### src/rtl/pool_out_writer.sv
// Captures pooled pixels into a small show-ahead FIFO and writes them to the
// output feature-map SRAM in raster order, absorbing memory back-pressure.
module pool_out_writer #(
  parameter int DATA_W     = 16,
  parameter int OUT_W      = 14,
  parameter int OUT_H      = 14,
  parameter int FIFO_DEPTH = 4,
  parameter int ADDR_W     = 8,
  parameter int BASE_ADDR  = 0
) (
  input  logic                          clk,
  input  logic                          nrst,
  input  logic                          start,
  input  logic                          pool_valid,
  input  logic [DATA_W-1:0]             pool_data,
  output logic                          mem_wr_en,
  output logic [ADDR_W-1:0]             mem_addr,
  output logic [DATA_W-1:0]             mem_wr_data,
  input  logic                          mem_ready,
  output logic                          busy,
  output logic                          frame_done,
  output logic                          overflow,
  output logic [$clog2(FIFO_DEPTH):0]   fifo_level
);

  localparam int TOTAL = OUT_W * OUT_H;
  localparam int CNT_W = $clog2(TOTAL + 1);
  localparam int PTR_W = $clog2(FIFO_DEPTH);
  localparam int LVL_W = PTR_W + 1;

  typedef enum logic [1:0] {IDLE, COLLECT, DRAIN, DONE} state_t;

  state_t              r_state;
  state_t              w_nextState;
  logic [DATA_W-1:0]   r_fifo [FIFO_DEPTH];
  logic [PTR_W-1:0]    r_rdPtr;
  logic [PTR_W-1:0]    r_wrPtr;
  logic [LVL_W-1:0]    r_level;
  logic [CNT_W-1:0]    r_rxCount;
  logic [CNT_W-1:0]    r_wrCount;
  logic [ADDR_W-1:0]   r_addr;
  logic                r_overflow;

  logic w_busy;
  logic w_full;
  logic w_wrEn;
  logic w_pop;
  logic w_push;
  logic w_drop;
  logic w_startFrame;
  logic w_lastRx;
  logic w_lastWr;

  // Write request depends only on registered state, never on mem_ready.
  assign w_busy       = (r_state == COLLECT) || (r_state == DRAIN);
  assign w_full       = (r_level == LVL_W'(FIFO_DEPTH));
  assign w_wrEn       = w_busy && (r_level != '0);
  assign w_pop        = w_wrEn && mem_ready;
  assign w_push       = (r_state == COLLECT) && pool_valid && (!w_full || w_pop);
  assign w_drop       = pool_valid &&
                        (((r_state == COLLECT) && w_full && !w_pop) || (r_state == DRAIN));
  assign w_startFrame = (r_state == IDLE) && start;
  assign w_lastRx     = w_push && (r_rxCount == CNT_W'(TOTAL - 1));
  assign w_lastWr     = w_pop && (r_wrCount == CNT_W'(TOTAL - 1));

  always_ff @(posedge clk or negedge nrst) begin
    if (!nrst) r_state <= IDLE;
    else       r_state <= w_nextState;
  end

  always_comb begin
    w_nextState = r_state;
    busy        = 1'b0;
    frame_done  = 1'b0;
    case (r_state)
      IDLE: begin
        if (start) w_nextState = COLLECT;
      end
      COLLECT: begin
        busy = 1'b1;
        if (w_lastRx) w_nextState = DRAIN;
      end
      DRAIN: begin
        busy = 1'b1;
        if (w_lastWr) w_nextState = DONE;
      end
      DONE: begin
        frame_done  = 1'b1;
        w_nextState = IDLE;
      end
      default: w_nextState = IDLE;
    endcase
  end

  always_ff @(posedge clk or negedge nrst) begin
    if (!nrst) begin
      for (int i = 0; i < FIFO_DEPTH; i++) r_fifo[i] <= '0;
      r_wrPtr <= '0;
      r_rdPtr <= '0;
      r_level <= '0;
    end else begin
      if (w_push) begin
        r_fifo[r_wrPtr] <= pool_data;
        r_wrPtr         <= r_wrPtr + 1'b1;
      end
      if (w_pop) r_rdPtr <= r_rdPtr + 1'b1;
      case ({w_push, w_pop})
        2'b10:   r_level <= r_level + 1'b1;
        2'b01:   r_level <= r_level - 1'b1;
        default: r_level <= r_level;
      endcase
    end
  end

  // Counters saturate at the frame size; the address runs alongside wr_count.
  always_ff @(posedge clk or negedge nrst) begin
    if (!nrst) begin
      r_rxCount  <= '0;
      r_wrCount  <= '0;
      r_addr     <= ADDR_W'(BASE_ADDR);
      r_overflow <= 1'b0;
    end else if (w_startFrame) begin
      r_rxCount  <= '0;
      r_wrCount  <= '0;
      r_addr     <= ADDR_W'(BASE_ADDR);
      r_overflow <= 1'b0;
    end else begin
      if (w_push && (r_rxCount != CNT_W'(TOTAL))) r_rxCount <= r_rxCount + 1'b1;
      if (w_pop && (r_wrCount != CNT_W'(TOTAL))) begin
        r_wrCount <= r_wrCount + 1'b1;
        r_addr    <= r_addr + 1'b1;
      end
      if (w_drop) r_overflow <= 1'b1;
    end
  end

  assign mem_wr_en   = w_wrEn;
  assign mem_addr    = r_addr;
  assign mem_wr_data = r_fifo[r_rdPtr];
  assign overflow    = r_overflow;
  assign fifo_level  = r_level;

endmodule

### config.mk
export PLATFORM = sky130hd
export DESIGN_NAME = pool_out_writer
export DESIGN_NICKNAME = d
export VERILOG_FILES = /design/src/rtl/pool_out_writer.sv
export SDC_FILE = /design/constraint.sdc
export NUM_CORES = 1
export LEC_CHECK = 0
export ABC_AREA = 0
export CAP_MARGIN = 40
export CELL_PAD_IN_SITES_DETAIL_PLACEMENT = 1
export CELL_PAD_IN_SITES_GLOBAL_PLACEMENT = 2
export CORE_ASPECT_RATIO = 0.5
export CORE_MARGIN = 2
export CORE_UTILIZATION = 35
export CTS_CLUSTER_DIAMETER = 120
export DETAILED_ROUTE_END_ITERATION = 12
export PLACE_DENSITY = 0.78
export SLEW_MARGIN = 10
export SYNTH_ARGS = -nofsm -noshare
export SYNTH_HDL_FRONTEND = slang
export SYNTH_SLANG_ARGS = --single-unit
export TNS_END_PERCENT = 50
### constraint.sdc
create_clock -name clk -period 2.5 [get_ports clk]
set_input_delay 0.5 -clock clk [delete_from_list [all_inputs] [get_ports clk]]
set_output_delay 0.5 -clock clk [all_outputs]
set_load 0.02 [all_outputs]
Yosys cells after proc, flatten, opt, wreduce, memory -nomap -nowiden
Index checks and enable logic that the tools add are counted.
- logic and storage cells: 84
- input port bits: 21
- register bits after elaboration: 98
- add/sub/neg operators: 7
- equal/unequal tests: 13
- reductions and logical operators: 26
- order comparisons: 3
- bitwise gates (word level): 2
- mux-type cells: 21
- operator list (kind ; count):
    64-bit bitwise mux ; 1
    16-bit two-way mux ; 3
    8-bit two-way mux ; 6
    16-bit binary-select mux with 2-bit select ; 1
    16-bit demux with 2-bit select ; 1
    8-bit by 1-bit adder with 8-bit output (second input constant) ; 3
    8-bit equality test (second input constant) ; 2
    8-bit != test (second input constant) ; 2
    1-bit logical AND ; 13
    2-bit one-hot mux with 4 select lines ; 1
    2-bit nonzero test ; 4
    2-bit equality test (second input constant) ; 3
    3-bit greater-or-equal comparator (second input constant) ; 2
    2-bit two-way mux ; 3
    2-bit != test (second input constant) ; 3
    2-bit inverter with 3-bit output ; 2
    3-bit one-hot mux with 2 select lines ; 1
    2-bit by 1-bit adder with 2-bit output (second input constant) ; 2
    2-bit by 1-bit equality test with 1-bit output (second input constant) ; 2
    1-bit two-way mux ; 4
    3-bit by 1-bit adder with 3-bit output (second input constant) ; 1
    3-bit equality test (second input constant) ; 1
    1-bit logical OR ; 3
    3-bit by 1-bit < comparator with 1-bit output (second input constant) ; 1
    other kinds (6) ; 7

Depth between registers and ports, before layout
Gate-level depths: netlist of run 1.
- word-level depth: 10
- depth in mapped cells: 13

Worst setup path after synthesis of run 1
Ideal clock, no wire load.
- path type: reg-to-reg
- from: register r_state[0]
- to: register r_level[2], in the netlist fifo_level[2]
- setup slack: -0.192 ns
- library setup time: 0.080 ns
- required time: 2.420 ns
- path buffers: 2
- clock period less this slack: 2.692 ns
- stages on the path, launching flop included: 14
- arrival: 2.612 ns
- path through: dfrtp_1 inv_1 ha_1 a211oi_2 a21oi_2 buf_4 inv_2 buf_2 ha_1 inv_1 fa_1 xor2_1 nor2_1 xor2_1
- cells in the longest elaborated chain, start to end: 8
- elaborated cells on any way between the ends: 12
- classes of those cells: eq/ne: 4; mux: 1; reduce/logical: 7
- ends and longest elaborated chain (what ; RTL line ; RTL):
    start, declared ; 33 ; state_t r_state;
    start signal, assigned ; 68 ; else r_state <= w_nextState;
    2-bit by 1-bit equality test with 1-bit output or 2-bit equality test (tied branches) ; 55, 59 ;
    1-bit logical OR ; 55 ; assign w_busy = (r_state == COLLECT) || (r_state == DRAIN);
    1-bit logical AND ; 57 ; assign w_wrEn = w_busy && (r_level != '0);
    1-bit logical AND ; 58 ; assign w_pop = w_wrEn && mem_ready;
    1-bit logical OR ; 59 ; assign w_push = (r_state == COLLECT) && pool_valid && (!w_full || w_pop);
    1-bit logical AND ; 59 ;
    2-bit by 1-bit equality test with 1-bit output or 2-bit equality test (tied branches) ; 107 ; case ({w_push, w_pop})
    3-bit one-hot mux with 2 select lines or 2-bit nonzero test (tied branches) ; - ;
    end signal, assigned ; 108 ; 2'b10: r_level <= r_level + 1'b1;
    end signal, assigned ; 109 ; 2'b01: r_level <= r_level - 1'b1;
    end signal, assigned ; 110 ; default: r_level <= r_level;
    end, declared ; 38 ; logic [LVL_W-1:0] r_level;
Several ways; a longest one is shown, not always the timed one.
A chain may end at the register's enable or synchronous reset.

Worst setup path in the final report of run 1
- from: register r_rdPtr[0]
- to: output port mem_wr_data[14]
- cells in the longest elaborated chain, start to end: 4
- ends and longest elaborated chain (what ; RTL line ; RTL):
    start, declared ; 36 ; logic [PTR_W-1:0] r_rdPtr;
    start signal, assigned ; 106 ; if (w_pop) r_rdPtr <= r_rdPtr + 1'b1;
    2-bit inverter with 3-bit output (not written as such) ; 139 ; assign mem_wr_data = r_fifo[r_rdPtr];
    16-bit binary-select mux with 2-bit select ; 139 ;
    16-bit two-way mux (not written as such) (2 in series) ; 139 ;
    end, declared ; 18 ; output logic [DATA_W-1:0] mem_wr_data,
No other way between the ends. The select of a mux whose other input is x is not followed.

==> key figures, run 1 <==
Run status
  • Status: complete, no violations

Cells and area
  • Area Growth Syn to Fin: 25.18%
  • Share of cells above drive strength 1: 16.74%
  • Diode count: 0
  • Fin area: 5952 um^2
  • Post-layout nets: 462

STA
  • Final Max Slew Viols: 0
  • Period minus WS final: 2301 ps
  • Max Freq: 434.7 MHz
  • Slew @ Worst Pin: 619.7 ps
  • Sum of negative setup slack: 0 ps
  • Slew Limit Headroom: 58.03%
  • Final period utilization: 92.02%
  • Final setup viols: 0
  • Final Hold Viols: 0
  • Skew final: 5.537 ps
  • Unrepaired setup endpoints after global routing: no

Logic synthesis
  • Avg Inst Size Synth: 13.32 um^2
  • Total number of yosys warnings: 0
  • Post-synth ARST share: 100.0%
  • Most frequent cells after synthesis: dfrtp_1, mux2_1, a21oi_1, mux4_2, ha_1
  • Post-synth top area cell: dfrtp_1
  • Post-synth top area share: 51.58%
  • Synth Cell Area: 4755 um^2
  • Cells after Synth: 357
  • Flops & latches, synth: 98
  • Post-synth EDFFs: 0
  • Synth area leaders: dfrtp_1, mux2_1, mux4_2, ha_1, a21oi_1
  • Netlist cell types: 50
  • Most frequent cell after synthesis: dfrtp_1
  • Top FF cell, synth: dfrtp_1
  • Register area share after synthesis: 51.58%
  • Mapped Nets: 394

Placement
  • Cell Area, Placed: 5659 um^2
  • GP Congestion: 0.6792
  • Port Buffers: 51
  • HPWL Detailed: 7.116 mm

Global route
  • Largest net degree at the start of global routing: 46
  • Met1 Use GR: 21.07%
  • Met2 Use GR: 26.27%
  • Grt ovf: 0
  • Total GRT Usage: 15.67%
  • Initial antenna violation count: 0
  • Grt met3 use: 3.653%
  • First-pass GRT wire length: 17.82 mm
  • Top Usage Layer GRT: met2
  • Vias in the first global route: 3423

Worst setup path
  • Crit start category: register
  • FF-to-FF path depth: 11
  • Crit path DAT: 1800 ps
  • Crit Path Class: reg2out
  • Crit-path cells: buf_4 -> mux4_2 -> dlygate4sd2_1
  • FF-to-FF End: fifo_level[2]$_DFFE_PN0P_
  • Bufs and invs on worst path: 2
  • Reg2reg start: r_state[1]$_DFFE_PN0P_
  • Critical path required time: 2000 ps
  • Critical path endpoint category: primary output
  • CP peak stage delay: 530 ps
  • Crit Path Max Fanout: 5
  • Slowest CP cell: mux4_2
  • Flop-to-flop setup slack: 210 ps
  • Family with the most delay on the worst path: buffers and inverters

Clocking
  • Clk root buf: clkbuf_16
  • Clock Path Buffers: 2
  • Clock sink count: 98
  • CTS resizes: 12
  • Worst skew pair latency: 350 ps
  • Hold Buf Count CTS: 0
  • CTS tree: built
  • Clk slew on worst S/H paths: 70 ps
  • H-Tree Depth: 3
  • Post-CTS Repair Setup Buffers: 0
  • CTS buffer count: 9

Drt
  • First drt pass iteration count: 4
  • DRT iter0 DRCs: 80
  • Antenna Violating Nets Remaining: 0
  • Vias post-DR: 3066
  • DRC: 0
  • Routed WL: 10.20 mm
  • Routed len/inst: 16.83 um
  • DR vias/cell: 5.059

Floorplanning
  • Io pins: 52
  • Core region area: 13400 um^2
  • Die area: 14590 um^2
  • Die width: 168.8 um
  • Rows: 30
  • Die height: 86.42 um
  • Initial Util: 35.48%

Power
  • Power Density: 1283 nW/um^2
  • Tot Pwr: 7.637 mW
  • Worst VDD drop: 462.2 uV
  • Leak: 2.570 nW

Worst hold path
  • Hold crit path type: in2async

Job
  • Max_cap viols: 0
==> cell families after synthesis <==
kind of cell / synth area share (%)
AO/OA/AOI/OAI: 6.421
multiplexers: 23.68
AND/OR/NAND/NOR: 8.316
XOR/XNOR: 2.211
flip-flops: 51.58
buffers and inverters: 3.421
adder cells (fa/ha/maj): 4.368
==> power breakdown <==
| part | total, mW | internal (mW) | switching [mW] | leakage [nW] |
|---|---|---|---|---|
| Clock | 1.39 | 0.724 | 0.663 | 0.143 |
| Sequential | 2.86 | 2.33 | 0.525 | 1.18 |
| Combinational | 3.39 | 1.78 | 1.61 | 1.25 |
| Total | 7.64 | 4.84 | 2.79 | 2.57 |
==> state kept, by name (all words and copies together), names as in the netlist <==
| signal | cells |
|---|---|
| fifo_level | 3 |
| mem_addr | 8 |
| overflow | 1 |
| r_fifo | 64 |
| r_rdPtr | 2 |
| r_rxCount | 8 |
| r_state | 2 |
| r_wrCount | 8 |
| r_wrPtr | 2 |
==> cell usage in the layout (no fill, tap or decap), types with 11 or more instances in the layout <==
master	n
buf_4	19
nor2_1	11
mux4_2	16
a21oi_1	16
dlygate4sd2_1	12
ha_1	13
mux2_1	64
inv_1	11
nand2_1	13
clkdlybuf4s50_1	33
dfrtp_1	98
==> routing by layer <==
layer  up-vias  wire, um
li1       1430         -
met1      1592      4825
met2        35      4975
met3         9       303
met4         0        94
met5         -         0
==> worst register-to-register path: stages (launching register included) <==
cell and delay, ps:
dfrtp_1 420, inv_2 90, ha_4 270, a211oi_4 270, a21oi_2 100, inv_2 70, ha_2 170, inv_1 50
fa_1 370, xor2_1 150, nor2_1 110, xor2_1 160
==> per-stage QoR <==
step                std cells  hold WS [ps]  utilization (%)  setup slack, ps
finish                    606         66.46            44.42            199.4
global route              606         88.49            44.42            79.49
CTS                       606         71.10            44.32            1.895
detailed placement        590         454.3            42.23            11.50
global placement          589         452.5            42.19            71.06
floorplan                 357         204.4                -            3.799
==> cell type report <==
class                           instances  area, um^2
Timing Repair Buffer                   76       765.7
Clock inverter                          6       56.30
Clock buffer                           10       239.0
Tap cell                              176       220.2
Fill cell                            1386        7448
Multi-Input combinational cell        225        2162
Inverter                               15       56.30
Sequential cell                        98        2452
==> worst max-delay path by stage <==
stage | from | end | cells after the start
2_1_floorplan | r_state[1]$_DFFE_PN0P_ | fifo_level[2]$_DFFE_PN0P_ | 13
3_3_place_gp | mem_ready | fifo_level[2]$_DFFE_PN0P_ | 10
3_5_place_dp | mem_ready | fifo_level[2]$_DFFE_PN0P_ | 10
4_1_cts | r_rdPtr[0]$_DFFE_PN0P_ | mem_wr_data[6] | 3
5_1_grt | r_state[1]$_DFFE_PN0P_ | fifo_level[2]$_DFFE_PN0P_ | 11
6_report | r_rdPtr[0]$_DFFE_PN0P_ | mem_wr_data[14] | 3
Power figures use the tool's default switching activity.
==> run 2, diff against run 1 <==
- SETUP_SLACK_MARGIN: not set -> 0.3
==> key figures, run 2 (synthesis gave the netlist of run 1 again) <==
Run status
  • Status: complete, no violations

Cells and area
  • Share of cells above drive strength 1: 21.03% (+4.3 points)
  • Commonest non-fill, non-tap cells in the layout: dfrtp_1, mux2_1, clkdlybuf4s50_1
  • Fin util: 44.10% (-0.32 points)
  • Most common cell after layout, fill and taps aside: dfrtp_1
  • Post-layout nets: 460 (-0.43%)
  • Reg with most FFs: r_fifo
  • Diode count: 0 (unchanged)
  • Area Growth Syn to Fin: 24.29%
  • Fill cells: 1367 (-1.4%)
  • Largest register FFs: 64 (unchanged)
  • Fin area: 5909 um^2 (-0.71%)

Drt
  • Vias post-DR: 3045 (-0.68%)
  • DRT iter0 DRCs: 154 (+93%)
  • First drt pass iteration count: 4 (unchanged)
  • Antenna Violating Nets Remaining: 0 (unchanged)
  • DRC: 0 (unchanged)
  • Routed WL: 10.13 mm (-0.73%)
  • DR vias/cell: 5.041 (-0.36%)
  • Routed len/inst: 16.76 um (-0.40%)

Power
  • Tot Pwr: 7.559 mW (-1.0%)
  • Power Density: 1279 nW/um^2 (-0.31%)
  • Worst VDD drop: 410.7 uV (-11%)
  • Leak: 2.506 nW (-2.5%)

Worst setup path
  • FF-to-FF End: fifo_level[2]$_DFFE_PN0P_
  • Crit Path Class: reg2out
  • Critical path endpoint category: primary output
  • Crit Path Max Fanout: 7 (+2)
  • FF-to-FF path depth: 11 (unchanged)
  • Crit start category: register
  • Flop-to-flop setup slack: 310 ps (+100 ps)
  • Crit path from: r_rdPtr[0]$_DFFE_PN0P_
  • Critical path required time: 2000 ps (about the same)
  • Crit path DAT: 1730 ps (-70 ps)
  • Reg2reg start: r_state[1]$_DFFE_PN0P_

Global route
  • First-pass GRT wire length: 16.88 mm (-5.3%)
  • Vias in the first global route: 3242 (-5.3%)
  • Grt ovf: 0 (unchanged)
  • Met2 Use GR: 24.52% (-1.8 points)
  • Initial antenna violation count: 0 (unchanged)
  • Grt met3 use: 3.790% (+0.14 points)
  • Top Usage Layer GRT: met2
  • Met1 Use GR: 19.82% (-1.3 points)
  • Largest net degree at the start of global routing: 47 (+2.2%)
  • Total GRT Usage: 14.82% (-0.85 points)

Floorplanning
  • Die height: 86.42 um (unchanged)
  • Core region area: 13400 um^2 (unchanged)
  • Rows: 30 (unchanged)
  • Io pins: 52 (unchanged)
  • Die area: 14590 um^2 (unchanged)
  • Die width: 168.8 um (unchanged)
  • Initial Util: 35.48% (unchanged)

Clocking
  • Clk root buf: clkbuf_16
  • CTS tree: built
  • Clock Path Buffers: 2 (unchanged)
  • H-Tree Depth: 3 (unchanged)
  • Clk slew on worst S/H paths: 70 ps (about the same)
  • Worst skew pair latency: 340 ps (about the same)
  • CTS buffer count: 9 (unchanged)
  • Clock sink count: 98 (unchanged)

STA
  • Max Freq: 448.6 MHz (+3.2%)
  • Final period utilization: 89.18% (-2.8 points)
  • Slew @ Worst Pin: 561.4 ps (-58.30 ps)
  • Final setup viols: 0 (unchanged)
  • Worst setup margin: 270.6 ps (+71.23 ps)
  • Period minus WS final: 2229 ps (-71.23 ps)
  • Final Hold Viols: 0 (unchanged)
  • Skew final: 10.18 ps (+4.648 ps)
  • Unrepaired setup endpoints after global routing: yes
  • Slew Limit Headroom: 61.98% (+3.9 points)
  • Final Max Slew Viols: 0 (unchanged)
  • Sum of negative setup slack: 0 ps (unchanged)

Placement
  • GP Congestion: 0.6977 (+2.7%)
  • Port Buffers: 51 (unchanged)
  • HPWL Detailed: 6.766 mm (-4.9%)
  • Cell Area, Placed: 5612 um^2 (-0.84%)
  • Pre-CTS WS: 36.94 ps (+25.43 ps)

Job
  • Max_cap viols: 0 (unchanged)

Worst hold path
  • Hold crit path type: in2async
run 2: worst max-delay path, cell delays in order, from the launching register on:
cell and delay [ps]:
dfrtp_2 430, buf_4 140, buf_12 130, mux4_2 510, clkbuf_2 170
run 2: layout make-up:
type,count,area (um^2),share of cell area (%)
Timing Repair Buffer,74,706.9,11.96
Clock buffer,10,239.0,4.044
Sequential cell,98,2454,41.52
Multi-Input combinational cell,225,2180,36.88
Inverter,15,56.30,0.9528
Clock inverter,6,53.80,0.9104
Tap cell,176,220.2,3.726
run 2: repair_timing:
item	CTS	global route
gates cloned	0	1
buffers inserted	0	7
hold buffers	0	0
setup endpoints to repair	19	91
pin swaps	0	4
gates resized for setup	17	35
run 2: how the worst max path moves through the flow:
| stage | cells past startpoint | slack, ps | end |
|---|---|---|---|
| after floorplan | 13 | 140 | fifo_level[2]$_DFFE_PN0P_ |
| after global placement | 10 | 130 | fifo_level[2]$_DFFE_PN0P_ |
| after detailed placement | 10 | 40 | fifo_level[2]$_DFFE_PN0P_ |
| after CTS | 3 | 140 | mem_wr_data[14] |
| after global routing | 11 | 170 | fifo_level[2]$_DFFE_PN0P_ |
| final | 4 | 270 | mem_wr_data[14] |
run 2: metrics by stage:
stage / hold WS [ps] / instances
floorplan: 204.4 / 357
finish: 29.54 / 604
detailed placement: 405.2 / 580
global route: 33.06 / 604
CTS: 31.81 / 596
global placement: 401.7 / 580
run 2: where the power goes:
| part | internal [mW] | switching (mW) |
|---|---|---|
| clock | 0.724 | 0.639 |
| sequential | 2.34 | 0.589 |
| combinational | 1.69 | 1.58 |
run 2: metal layers:
metal | wire (um) | vias to the layer above
met5 | 0 | -
met4 | 73 | 0
met3 | 287 | 7
met2 | 4885 | 36
met1 | 4878 | 1571
li1 | - | 1431
